$ cat src/rtl/spi_master_regbus.sv
// spi_master_regbus: SPI mode-0 master issuing single 40-bit register frames
// ({rw, addr[6:0]} command byte followed by 32 data bits, MSB first).
// Optional build macro SPI_MASTER_SAMPLE_LATE_EN moves MISO sampling from the
// SCLK rising edge to the SCLK falling edge (end of the high phase).
module spi_master_regbus #(
  parameter int CLK_DIV = 4
) (
  input  logic        clk,
  input  logic        reset,
  input  logic        start,
  input  logic        rw,
  input  logic [6:0]  addr,
  input  logic [31:0] wdat,
  output logic [31:0] rdat,
  output logic        busy,
  output logic        done,
  output logic        spi_csl,
  output logic        spi_sclk,
  output logic        spi_mosi,
  input  logic        spi_miso
);

  typedef enum logic [2:0] {IDLE, SETUP, SHIFT, HOLD, GAP} state_t;

  localparam logic [7:0] DIV_LAST   = 8'(CLK_DIV - 1);
  localparam logic [6:0] BIT_LAST   = 7'd79;
  localparam logic [6:0] BIT_FALL40 = 7'd78;

  state_t      r_state;
  state_t      w_next;
  logic [7:0]  r_div;
  logic [6:0]  r_bit;
  logic        r_sclk;
  logic        r_csl;
  logic        r_mosi;
  logic        r_busy;
  logic        r_done;
  logic [31:0] r_rdat;
  logic [38:0] r_sh;
  logic [31:0] r_cap;
  logic        r_rw;

  logic        w_div_end;
  logic        w_accept;
  logic        w_rise;
  logic        w_fall;
  logic        w_sample;
  logic [39:0] w_frame;

`ifdef SPI_MASTER_SAMPLE_LATE_EN
  assign w_sample = w_fall;
`else
  assign w_sample = w_rise;
`endif

  // Next-state decode plus the SCLK edge strobes for this cycle.
  always_comb begin
    w_next    = r_state;
    w_div_end = (r_div == DIV_LAST);
    w_accept  = 1'b0;
    w_rise    = 1'b0;
    w_fall    = 1'b0;
    w_frame   = {rw, addr, (rw ? 32'd0 : wdat)};
    case (r_state)
      IDLE: begin
        if (start) begin
          w_accept = 1'b1;
          w_next   = SETUP;
        end
      end
      SETUP: begin
        if (w_div_end) begin
          w_rise = 1'b1;
          w_next = SHIFT;
        end
      end
      SHIFT: begin
        // Half-period index r_bit: even = SCLK high, odd = SCLK low.
        if (w_div_end) begin
          if (r_bit == BIT_LAST) w_next = HOLD;
          else if (r_bit[0])     w_rise = 1'b1;
          else                   w_fall = 1'b1;
        end
      end
      HOLD: begin
        if (w_div_end) w_next = GAP;
      end
      GAP: begin
        if (w_div_end) w_next = IDLE;
      end
      default: w_next = IDLE;
    endcase
  end

  // State register.
  always_ff @(posedge clk) begin
    if (reset) r_state <= IDLE;
    else       r_state <= w_next;
  end

  // Control outputs, counters and read-data register.
  always_ff @(posedge clk) begin
    if (reset) begin
      r_div  <= 8'd0;
      r_bit  <= 7'd0;
      r_sclk <= 1'b0;
      r_csl  <= 1'b1;
      r_mosi <= 1'b0;
      r_busy <= 1'b0;
      r_done <= 1'b0;
      r_rdat <= 32'd0;
    end else begin
      r_done <= 1'b0;
      if (r_state == IDLE || w_div_end) r_div <= 8'd0;
      else                              r_div <= r_div + 8'd1;
      if (w_accept) begin
        r_busy <= 1'b1;
        r_csl  <= 1'b0;
        r_mosi <= w_frame[39];
        r_bit  <= 7'd0;
      end
      if (w_rise) r_sclk <= 1'b1;
      if (w_fall) begin
        r_sclk <= 1'b0;
        r_mosi <= (r_bit == BIT_FALL40) ? 1'b0 : r_sh[38];
      end
      if (r_state == SHIFT && w_div_end)
        r_bit <= (r_bit == BIT_LAST) ? 7'd0 : r_bit + 7'd1;
      // CSL releases after the first GAP cycle so that, counting the done
      // cycle, a back-to-back frame sees exactly CLK_DIV cycles of CSL high.
      if (r_state == GAP) begin
        r_csl <= 1'b1;
        if (w_div_end) begin
          r_busy <= 1'b0;
          r_done <= 1'b1;
          if (r_rw) r_rdat <= r_cap;
        end
      end
    end
  end

  // Frame shift register (bits below the one on MOSI) and MISO capture.
  always_ff @(posedge clk) begin
    if (w_accept) begin
      r_sh <= w_frame[38:0];
      r_rw <= rw;
    end else if (w_fall) begin
      r_sh <= {r_sh[37:0], 1'b0};
    end
    if (w_sample) r_cap <= {r_cap[30:0], spi_miso};
  end

  assign rdat     = r_rdat;
  assign busy     = r_busy;
  assign done     = r_done;
  assign spi_csl  = r_csl;
  assign spi_sclk = r_sclk;
  assign spi_mosi = r_mosi;

endmodule

$ cat config.mk
export PLATFORM = sky130hd
export DESIGN_NAME = spi_master_regbus
export DESIGN_NICKNAME = d
export VERILOG_FILES = /design/src/rtl/spi_master_regbus.sv
export SDC_FILE = /design/constraint.sdc
export NUM_CORES = 1
export LEC_CHECK = 0
export ABC_AREA = 1
export CAP_MARGIN = 20
export CORE_ASPECT_RATIO = 1.4
export CORE_MARGIN = 2
export CORE_UTILIZATION = 24
export DETAILED_ROUTE_END_ITERATION = 16
export REMOVE_ABC_BUFFERS = 1
export SLEW_MARGIN = 20
export SYNTH_ARGS = -nofsm -noshare
export SYNTH_HDL_FRONTEND = slang
export SYNTH_SLANG_ARGS = --single-unit
export TNS_END_PERCENT = 50
$ cat constraint.sdc
create_clock -name clk -period 4.6 [get_ports clk]
set_input_delay 0.46 -clock clk [delete_from_list [all_inputs] [get_ports clk]]
set_output_delay 0.46 -clock clk [all_outputs]
set_load 0.05 [all_outputs]
==> impl_metrics.yaml <==
run_status:
  status: "finished clean"
timing:
  period_needed_ns: 2.329
  finalClockSkew_ns: 0.008612
  setup_slack_ns: 2.271
  worst_slew_pin_slew_ns: 0.6446
  slew_headroom: 0.5697
  hold_viol: 0
  finalSetupTns_ns: 0
  period_share: 0.5064
  setup_viol_count_final: 0
  rsz0062_at_grt: "no"
  maxSlewViolCount: 0
  max_freq_mhz: 429.3
critical_path:
  critPathArrivalTime_ns: 2.38
  critPathLaunchType: "input pin"
  crit_required_ns: 4.65
  worst-setup-path-type: "input pin to register"
  critical_path_peak_fanout: 42
  end_kind: "register"
clocking:
  cts_setup_buffers: 0
  clk_latency_ns: 0.41
  cts_resized: 0
  path_clk_slew_ns: 0.06
  cts.sinks: 127
  cts-root-buf: "clkbuf_16"
  cts_buffer_depth: 2
  cts_hold_repair.buffers: 0
  numCtsBuffers: 17
  h-tree-depth: 4
  cts_tree: "yes"
finish:
  post-route-cell-area_sq_um: 6718
  final_layout_size_suffix_gt1_frac: 0.1409
  synthToLayoutAreaGrowth_pct: 29.78
  fin_util: 0.3168
  fill_cells: 2162
  stdcell_count: 849
  num_antenna_cells: 0
  num-nets-final: 623
placement:
  place.port_buffers: 80
  dpl_worst_slack_ns: 1.818
  dpl.hpwl_microns: 6518
  gp_congestion: 0.7757
  postPlaceCellArea_sq_um: 6140
  dp.cells: 817
global_routing:
  first_global_vias: 3488
  grt_max_degree: 45
  grt_overflow_total: 0
  antenna_found_initial: 0
  grt_use_total: 0.09437
  grt_pass1_wl_microns: 16830
drt:
  wl_per_cell_microns: 11.83
  antenna_left: 0
  vias: 3545
  drc: 0
  drt_iter0_drc: 172
  drt-vias-per-instance: 4.176
  totalWireLength_microns: 10040
  first_pass_iters: 4
die:
  core_sq_um: 21200
  die_w_microns: 128.1
  floorplan.initialDensity: 0.2441
  io_pins: 81
  fp.dieH_microns: 177.8
  fp-row-count: 63
  die_area_sq_um: 22780
logic_synthesis:
  syn_area_sq_um: 5176
  yosys-top-cells-area: "edfxtp_1, dfxtp_1, nand2_1"
  synthArstFlopShare: 0
  ys_top_cells_by_count: "nand2_1, edfxtp_1, dfxtp_1"
  synth_top_area_frac: 0.4177
  postSynthCellCount: 496
  synth_top_cell_by_area: "edfxtp_1"
  yosysSeqAreaShare: 0.6304
  synth_most_common_cell: "nand2_1"
  synth_cell_types: 34
  synth_edf_count: 72
  synth_top_flop_cell: "edfxtp_1"
  yosys_warnings: 0
  syn_avg_cell_area_sq_um: 10.44
  synth_seq_cells: 127
run:
  maxCapViolations: 0
power:
  ir_drop_uv: 241.0
  powerDensity_nw_per_um2: 429.2
  p_leak_nw: 2.514
worst_hold_path:
  hold_class: "register to register"
routing by layer:
layer,global-route usage,up-vias,share of wire
met5,0,-,0
met4,0.05082,0,0.016
met3,0.02532,12,0.043
met2,0.1515,96,0.46
met1,0.1151,1619,0.48
li1,-,1818,-
power by group:
part	internal (mW)	switching, mW
Combinational	0.0994	0.166
Clock	0.785	0.519
Sequential	1.29	0.0232
Total	2.18	0.708
stage by stage:
step	hold WS [ns]	power [mW]
final	0.4439	2.883
after global routing	0.4569	3.008
after global placement	0.4337	1.605
after CTS	0.4443	2.929
after floorplan	0.4179	1.507
after detailed placement	0.4336	1.609
sequential cells by signal, indices dropped and copies added (netlist names):
signal and count:
r_div 8, spi_sclk 1, done 1, r_rw 1, spi_csl 1, r_cap 32
r_bit 7, spi_mosi 1, r_sh 39, rdat 32, r_state 3, busy 1
path summary, 6_finish.rpt:
| path | startpoint | to | slack, ns | cells past startpoint |
|---|---|---|---|---|
| worst max register to register | r_state[1] | r_sh[4] | 2.32 | 6 |
| worst min-delay path | r_div[0] | r_div[0] | 0.44 | 1 |
| worst min register to register | r_div[0] | r_div[0] | 0.44 | 1 |
| worst max-delay path | start | r_sh[4] | 2.27 | 6 |
cell usage in the layout, fill, tap and decap left out, drive strengths merged:
cell type,synthesis,final
nand3b,1,1
nor3b,2,2
inv,54,61
buf,16,4
xor2,5,5
clkdlybuf4s50,0,80
nor3,2,2
nand3,48,48
o22ai,1,1
o21ai,37,37
edfxtp,72,72
or2,3,3
bufinv,0,1
o21bai,1,1
a21oi,43,43
ha,3,3
a31oi,1,1
clkbuf,6,19
nor2,25,25
dfxtp,55,55
nand4,2,2
nand2,117,117
o21a,1,1
clkinv,0,5
layout make-up:
class	instances	area, sq um	area share
multi-input combinational	292	1518	0.2259
sequential	127	3263	0.4858
tap	260	325.3	0.04843
clock buffer	19	454.2	0.06761
clock inverter	13	123.9	0.01844
timing repair buffer	84	830.8	0.1237
inverter	54	202.7	0.03017
cell families after synthesis:
kind of cell	share of synthesized area
buffers and inverters	0.07638
XOR/XNOR	0.008460
AND/OR/NAND/NOR	0.1731
adder cells (fa/ha/maj)	0.007252
AO/OA/AOI/OAI	0.1044
flip-flops	0.6304
worst max-delay path, cell delays in order:
cell	delay [ns]
clkdlybuf4s50_1	0.50
inv_1	0.06
nor2_2	0.35
inv_2	0.38
nand2_1	0.16
buf_4	0.46
No activity file was read; power rests on OpenSTA's default activity.
